### config.mk
export PLATFORM = sky130hd
export DESIGN_NAME = fiber_dram_bridge
export DESIGN_NICKNAME = d
export VERILOG_FILES = /design/src/rtl/fiber_pkg.sv /design/src/rtl/fiber_dram_bridge.sv
export SDC_FILE = /design/constraint.sdc
export NUM_CORES = 1
export LEC_CHECK = 0
export ABC_CLOCK_PERIOD_IN_PS = 2500
export CAP_MARGIN = 40
export CORE_AREA = 2 2 102 104
export DETAILED_ROUTE_END_ITERATION = 16
export DIE_AREA = 0 0 104 106
export PLACE_DENSITY = 0.84
export SLEW_MARGIN = 10
export SYNTH_ARGS = -nofsm -noshare
export SYNTH_HDL_FRONTEND = slang
export SYNTH_SLANG_ARGS = --single-unit
### constraint.sdc
create_clock -name i_clk -period 2.5 [get_ports i_clk]
set_input_delay 0.25 -clock i_clk [delete_from_list [all_inputs] [get_ports i_clk]]
set_output_delay 0.25 -clock i_clk [all_outputs]
set_load 0.02 [all_outputs]
### src/rtl/fiber_pkg.sv
// fiber_pkg: shared types and constants for fiber_dram_bridge.
//   fiber_state_e : bridge FSM states
//   fiber_req_e   : memory request type (read / write)
//   ErrWordWidth / ErrWord : all-ones word loaded as fill data on a read timeout
package fiber_pkg;

   typedef enum logic [2:0] {
      StIdle,
      StWbReq,
      StRdReq,
      StRdWait,
      StFill
   } fiber_state_e;

   typedef enum logic {
      ReqRead  = 1'b0,
      ReqWrite = 1'b1
   } fiber_req_e;

   localparam int unsigned ErrWordWidth = 16;
   localparam logic [ErrWordWidth-1:0] ErrWord = '1;

endpackage

### src/rtl/fiber_dram_bridge.sv
// fiber_dram_bridge: moves fill (read) and writeback (write) words between a cache bank and a
// single-outstanding DRAM request/response port.
//
// Ports
//   i_clk, i_reset           : clock, synchronous active-high reset
//   i_bank_addr              : bank DRAM address for a fill or writeback
//   i_fill_ready             : bank wants fill data (also the fill request)
//   o_fill_data/o_fill_valid : fill word to the bank
//   i_wb_data/i_wb_valid     : writeback word from the bank
//   o_wb_ready               : writeback accepted (one-cycle pulse in idle)
//   o_mem_req_*              : memory request (valid/ready, we, addr, wdata)
//   i_mem_rsp_*/o_mem_rsp_ready : memory read response
//   o_err                    : one-cycle pulse on read timeout
//
// Optional feature: define FIBER_DRAM_TIMEOUT_EN to bound the read wait to TIMEOUT_CYCLES;
// on expiry the bank receives an all-ones fill word and o_err pulses. Without it o_err is 0.
module fiber_dram_bridge
   import fiber_pkg::*;
#(
   parameter int unsigned DATA_WIDTH     = 16,
   parameter int unsigned ADDR_WIDTH     = 64,
   parameter int unsigned TIMEOUT_CYCLES = 255
) (
   input  logic                  i_clk,
   input  logic                  i_reset,
   input  logic [ADDR_WIDTH-1:0] i_bank_addr,
   input  logic                  i_fill_ready,
   output logic [DATA_WIDTH-1:0] o_fill_data,
   output logic                  o_fill_valid,
   input  logic [DATA_WIDTH-1:0] i_wb_data,
   input  logic                  i_wb_valid,
   output logic                  o_wb_ready,
   output logic                  o_mem_req_valid,
   input  logic                  i_mem_req_ready,
   output logic                  o_mem_req_we,
   output logic [ADDR_WIDTH-1:0] o_mem_req_addr,
   output logic [DATA_WIDTH-1:0] o_mem_req_wdata,
   input  logic                  i_mem_rsp_valid,
   input  logic [DATA_WIDTH-1:0] i_mem_rsp_data,
   output logic                  o_mem_rsp_ready,
   output logic                  o_err
);

   if (TIMEOUT_CYCLES == 0) begin : g_bad_timeout
      $error("TIMEOUT_CYCLES must be at least 1");
   end

   fiber_state_e          state_q, state_d;
   fiber_req_e            we_q, we_d;
   logic [ADDR_WIDTH-1:0] addr_q, addr_d;
   logic [DATA_WIDTH-1:0] wdata_q, wdata_d;
   logic [DATA_WIDTH-1:0] fill_data_q, fill_data_d;
   logic                  wb_ready;
   logic                  run;

`ifdef FIBER_DRAM_TIMEOUT_EN
   localparam int unsigned CntW    = $clog2(TIMEOUT_CYCLES + 1);
   localparam int unsigned ErrReps = (DATA_WIDTH + ErrWordWidth - 1) / ErrWordWidth;
   localparam logic [DATA_WIDTH-1:0] ErrFill = DATA_WIDTH'({ErrReps{ErrWord}});

   logic [CntW-1:0] cnt_q, cnt_d;
   logic            err_q, err_d;
`endif

   always_comb begin
      state_d     = state_q;
      we_d        = we_q;
      addr_d      = addr_q;
      wdata_d     = wdata_q;
      fill_data_d = fill_data_q;
      wb_ready    = 1'b0;
`ifdef FIBER_DRAM_TIMEOUT_EN
      cnt_d       = '0;
      err_d       = 1'b0;
`endif
      unique case (state_q)
         StIdle: begin
            // Writeback first so a following same-address fill reads the new data.
            if (i_wb_valid) begin
               wb_ready = 1'b1;
               addr_d   = i_bank_addr;
               wdata_d  = i_wb_data;
               we_d     = ReqWrite;
               state_d  = StWbReq;
            end else if (i_fill_ready) begin
               addr_d  = i_bank_addr;
               we_d    = ReqRead;
               state_d = StRdReq;
            end
         end
         StWbReq: if (i_mem_req_ready) state_d = StIdle;
         StRdReq: if (i_mem_req_ready) state_d = StRdWait;
         StRdWait: begin
            if (i_mem_rsp_valid) begin
               fill_data_d = i_mem_rsp_data;
               state_d     = StFill;
            end
`ifdef FIBER_DRAM_TIMEOUT_EN
            else if (cnt_q == CntW'(TIMEOUT_CYCLES - 1)) begin
               fill_data_d = ErrFill;
               err_d       = 1'b1;
               state_d     = StFill;
            end else begin
               cnt_d = cnt_q + 1'b1;
            end
`endif
         end
         StFill: if (i_fill_ready) state_d = StIdle;
         default: state_d = StIdle;
      endcase
   end

   always_ff @(posedge i_clk) begin
      if (i_reset) begin
         state_q     <= StIdle;
         we_q        <= ReqRead;
         addr_q      <= '0;
         wdata_q     <= '0;
         fill_data_q <= '0;
`ifdef FIBER_DRAM_TIMEOUT_EN
         cnt_q       <= '0;
         err_q       <= 1'b0;
`endif
      end else begin
         state_q     <= state_d;
         we_q        <= we_d;
         addr_q      <= addr_d;
         wdata_q     <= wdata_d;
         fill_data_q <= fill_data_d;
`ifdef FIBER_DRAM_TIMEOUT_EN
         cnt_q       <= cnt_d;
         err_q       <= err_d;
`endif
      end
   end

   // All outputs read as zero while reset is held, whatever state the FSM was in.
   assign run             = ~i_reset;
   assign o_wb_ready      = run & wb_ready;
   assign o_fill_valid    = run & (state_q == StFill);
   assign o_fill_data     = run ? fill_data_q : '0;
   assign o_mem_req_valid = run & ((state_q == StWbReq) | (state_q == StRdReq));
   assign o_mem_req_we    = run & (we_q == ReqWrite);
   assign o_mem_req_addr  = run ? addr_q : '0;
   assign o_mem_req_wdata = run ? wdata_q : '0;
   assign o_mem_rsp_ready = run & ((state_q == StIdle) | (state_q == StRdWait));
`ifdef FIBER_DRAM_TIMEOUT_EN
   assign o_err           = run & err_q;
`else
   assign o_err           = 1'b0;
`endif

endmodule

==> metrics.log <==
[metrics] P&R area growth vs syn: 52.7%
[metrics] clock tree buffer depth: 2
[metrics] number of buffers inserted to repair setup after CTS: 0
[metrics] run status: completed
[metrics] HP Class: in2reg
[metrics] Design Area, Final: 6530 sq um
[metrics] portion of synthesized cell area occupied by the leading cell type: between 40 and 50%
[metrics] number of iterations in the first detailed-routing pass: 4
[metrics] Mapped Cells: 559
[metrics] leading register cell type out of synthesis: sky130_fd_sc_hd__dfxtp_1
[metrics] final critical-path share of the clock period: 96.2%
[metrics] most frequent cell after synthesis: sky130_fd_sc_hd__nand2_1
[metrics] clock tree from TritonCTS: built
[metrics] Slew headroom: 56.0%
[metrics] io pins: 204
[metrics] nets: approximately 840
[metrics] Async SR Flop Fraction: 0%
[metrics] number of hold-slack violations in the final timing report: 0
[metrics] sequential cell area in the final layout: 2000 sq um
[metrics] die extent in y: about 110 um
[metrics] arrival time of data at the critical path endpoint: 2.16 ns
[metrics] Setup violations, final: 0
[metrics] global-route usage over all layers: 20.1%
[metrics] Die X-Extent: 104 um
[metrics] maximum cell stage delay along the critical path: approximately 0.62 ns
[metrics] number of buffer and inverter instances along the worst setup path: 3
[metrics] area of the core: 10000 sq um
[metrics] number of inserted diodes: 0
[metrics] number of DRC markers after the initial detailed-route iteration: 168
[metrics] library cell occupying the most area in the post-synthesis netlist: sky130_fd_sc_hd__dfxtp_1
[metrics] Setup CP Type: in2out
[metrics] # Max-Cap Violations: 0
[metrics] time the final worst path needs with I/O delays and setup: approximately 2.4 ns
[metrics] cell breakdown of the critical path: clkdlybuf4s50_1 > inv_1 > or4_1 > nor2_1 > clkdlybuf4s50_1
[metrics] leakage power figure: 2.41 nW
[metrics] CP most frequent cell: sky130_fd_sc_hd__clkdlybuf4s50_1
[metrics] die area: 11,000 sq um
[metrics] Synth area leaders: sky130_fd_sc_hd__dfxtp_1 (47%), sky130_fd_sc_hd__nand2_1 (17%), sky130_fd_sc_hd__nor2b_1 (14%)
[metrics] Fillers: 868
[metrics] initial antenna violation count: 0
[metrics] Post-synth EDFFs: 0
[metrics] wire length of the first global-routing pass: 18,300 um
[metrics] post-detailed-route wirelength per cell: 12.9 um
[metrics] pin count of the biggest net entering global routing: 85
[metrics] total clock buffers created by CTS: 9
[metrics] Via Count: approximately 4,200
[metrics] root buffer selected by CTS: sky130_fd_sc_hd__clkbuf_8
[metrics] unrepaired setup endpoints after global routing: false
[metrics] Clock Skew: 0.0184 ns
[metrics] share of cells above drive strength 1: under 10%
[metrics] hold_ws: roughly 0.37 ns
[metrics] sequential area share after synthesis: 46.8%
[metrics] number of rows in the core area: 37
[metrics] CTS clk-pin slew, worst paths: 0.10 ns
[metrics] number of nets in the synthesized netlist: around 660
[metrics] kind of cell with the highest combined delay on the critical path: buffers and inverters
[metrics] via count normalized by instance count: 4.73
[metrics] clock network latency to the later pin of the worst-skew pair: ~0.35 ns
[metrics] measured slew at the worst slew-check pin: 0.659 ns
[metrics] unique cell type count in the Yosys netlist: 24
[metrics] Post-CTS Resized: 0
[metrics] sum of net half-perimeters after detailed placement: 8250 um
[metrics] number of clock sinks seen by CTS: 100
[metrics] count of yosys warnings during synthesis: 0
[metrics] GPL Wtd Cong: 0.752
[metrics] Yosys reg bits: 100
[metrics] fraction of the core area covered by cells at the end of the flow: 65.3%
[metrics] number of nets still failing antenna checks after routing: 0
[metrics] Port-buffer cells: 202
[metrics] final routed wirelength across all metal layers: roughly 11,000 um
[metrics] mean post-synth cell area: 7.65 sq um
[metrics] post-route setup TNS: 0 ns
[metrics] initial standard-cell utilization of the core: 42.8%
[metrics] H-tree levels: 3
[metrics] final number of max-transition violations: 0
[metrics] residual overflow from global routing: 0
[metrics] total of hold buffers inserted after clock tree synthesis: 0
[metrics] area of the multi-input gates: ~2000 sq um
[metrics] worst-case vdd ir drop: 242 uV
[metrics] commonest cells in the netlist: sky130_fd_sc_hd__nand2_1 (192), sky130_fd_sc_hd__dfxtp_1 (100), sky130_fd_sc_hd__nor2b_1 (98), sky130_fd_sc_hd__a21oi_1 (97), sky130_fd_sc_hd__clkbuf_1 (28)
[metrics] Cell Pwr Density: 564 nW/um^2
[metrics] startpoint type of the worst setup path: primary input
[metrics] vias in the first global route: 3,940
[metrics] Post-Syn Area: 4280 sq um
[metrics] endpoint type of the worst setup path: output pin
[metrics] CP max FO: 3
[metrics] maximum clock frequency: about 420 MHz
[metrics] number of design rule violations left after detail routing: 0
[metrics] placed cell area: 6340 sq um
[metrics] required time of the worst setup path: 2.25 ns
[metrics] Worst path slowest cell: sky130_fd_sc_hd__clkdlybuf4s50_1
==> per-layer routing <==
| metal | wire (um) | GRT usage [%] | vias to the layer above | share of wire [%] |
|---|---|---|---|---|
| met5 | 0 | 0 | - | 0 |
| met4 | 133 | 6.27 | 0 | 1.2 |
| met3 | 824 | 5.89 | 13 | 7.2 |
| met2 | 5720 | 36.6 | 145 | 50 |
| met1 | 4690 | 22.7 | 1877 | 41 |
| li1 | - | - | 2131 | - |
==> sequential cells by signal, indices dropped and copies added (netlist names) <==
signal       flops
addr_q          64
we_q             1
state_q          3
wdata_q         16
fill_data_q     16
==> where the power goes <==
part / leakage, nW / internal [mW] / total [mW] / switching (mW)
logic: 1.50 / 0.446 / 0.906 / 0.461
clock network: 0.0939 / 0.468 / 1.00 / 0.532
registers: 0.821 / 1.72 / 1.78 / 0.0563
total: 2.41 / 2.64 / 3.68 / 1.05
==> cell usage in the layout, fill, tap and decap left out, drive strengths merged <==
master / synthesis / final
clkdlybuf4s50: 0 / 201
nand2: 192 / 192
dfxtp: 100 / 100
nor2b: 98 / 98
a21oi: 97 / 97
buf: 17 / 13
clkbuf: 28 / 11
nor2: 5 / 5
nor3: 3 / 3
nor4b: 3 / 3
nor4: 2 / 2
mux2i: 2 / 2
inv: 1 / 2
or4: 2 / 2
clkinv: 0 / 2
xor2: 1 / 1
nor3b: 1 / 1
and3: 1 / 1
nand3: 1 / 1
a211oi: 1 / 1
o21ba: 1 / 1
a31oi: 1 / 1
o21a: 1 / 1
conb: 1 / 1
bufinv: 0 / 1
clkinvlp: 0 / 1
==> through the flow <==
step	worst slack (ns)	power, mW	cells
3_5_place_dp	0.131	2.73	864
2_1_floorplan	0.708	2.34	559
3_3_place_gp	0.155	2.70	864
6_report	0.0947	3.68	880
4_1_cts	0.117	3.73	880
5_1_grt	0.0584	3.87	880
==> final cells by class <==
cell class / instances / share of cell area [%]
inverter: 1 / 0.0575
multi-input combinational: 413 / 31.0
clock buffer: 11 / 2.01
clock inverter: 5 / 0.920
timing repair buffer: 214 / 32.7
sequential: 100 / 30.7
tap: 136 / 2.61
==> logic make-up after synthesis <==
family	count (synthesis)	share of synthesized area (%)
other	1	0.0877
DFF	100	46.8
and+or+nand+nor	308	34.4
xor gates and xnor gates	1	0.205
muxes	2	0.468
AOI/OAI and AO/OA	101	12.2
buffers and inverters	46	5.88
==> final timing paths <==
path	from	endpoint	slack, ns	depth (start not counted)
max	i_wb_valid	o_wb_ready	0.09	5
min	i_reset	state_q[0]	0.37	2
min reg2reg	addr_q[59]	addr_q[59]	0.45	2
max reg2reg	state_q[1]	fill_data_q[11]	0.59	5
==> worst reg2reg max path, delay by kind of cell, from the launching register on <==
kind | cells | cell delay [ns]
AND/OR/NAND/NOR | 3 | 1.03
flip-flops | 1 | 0.43
buffers and inverters | 1 | 0.21
AO/OA/AOI/OAI | 1 | 0.17
Power figures use the tool's default switching activity.
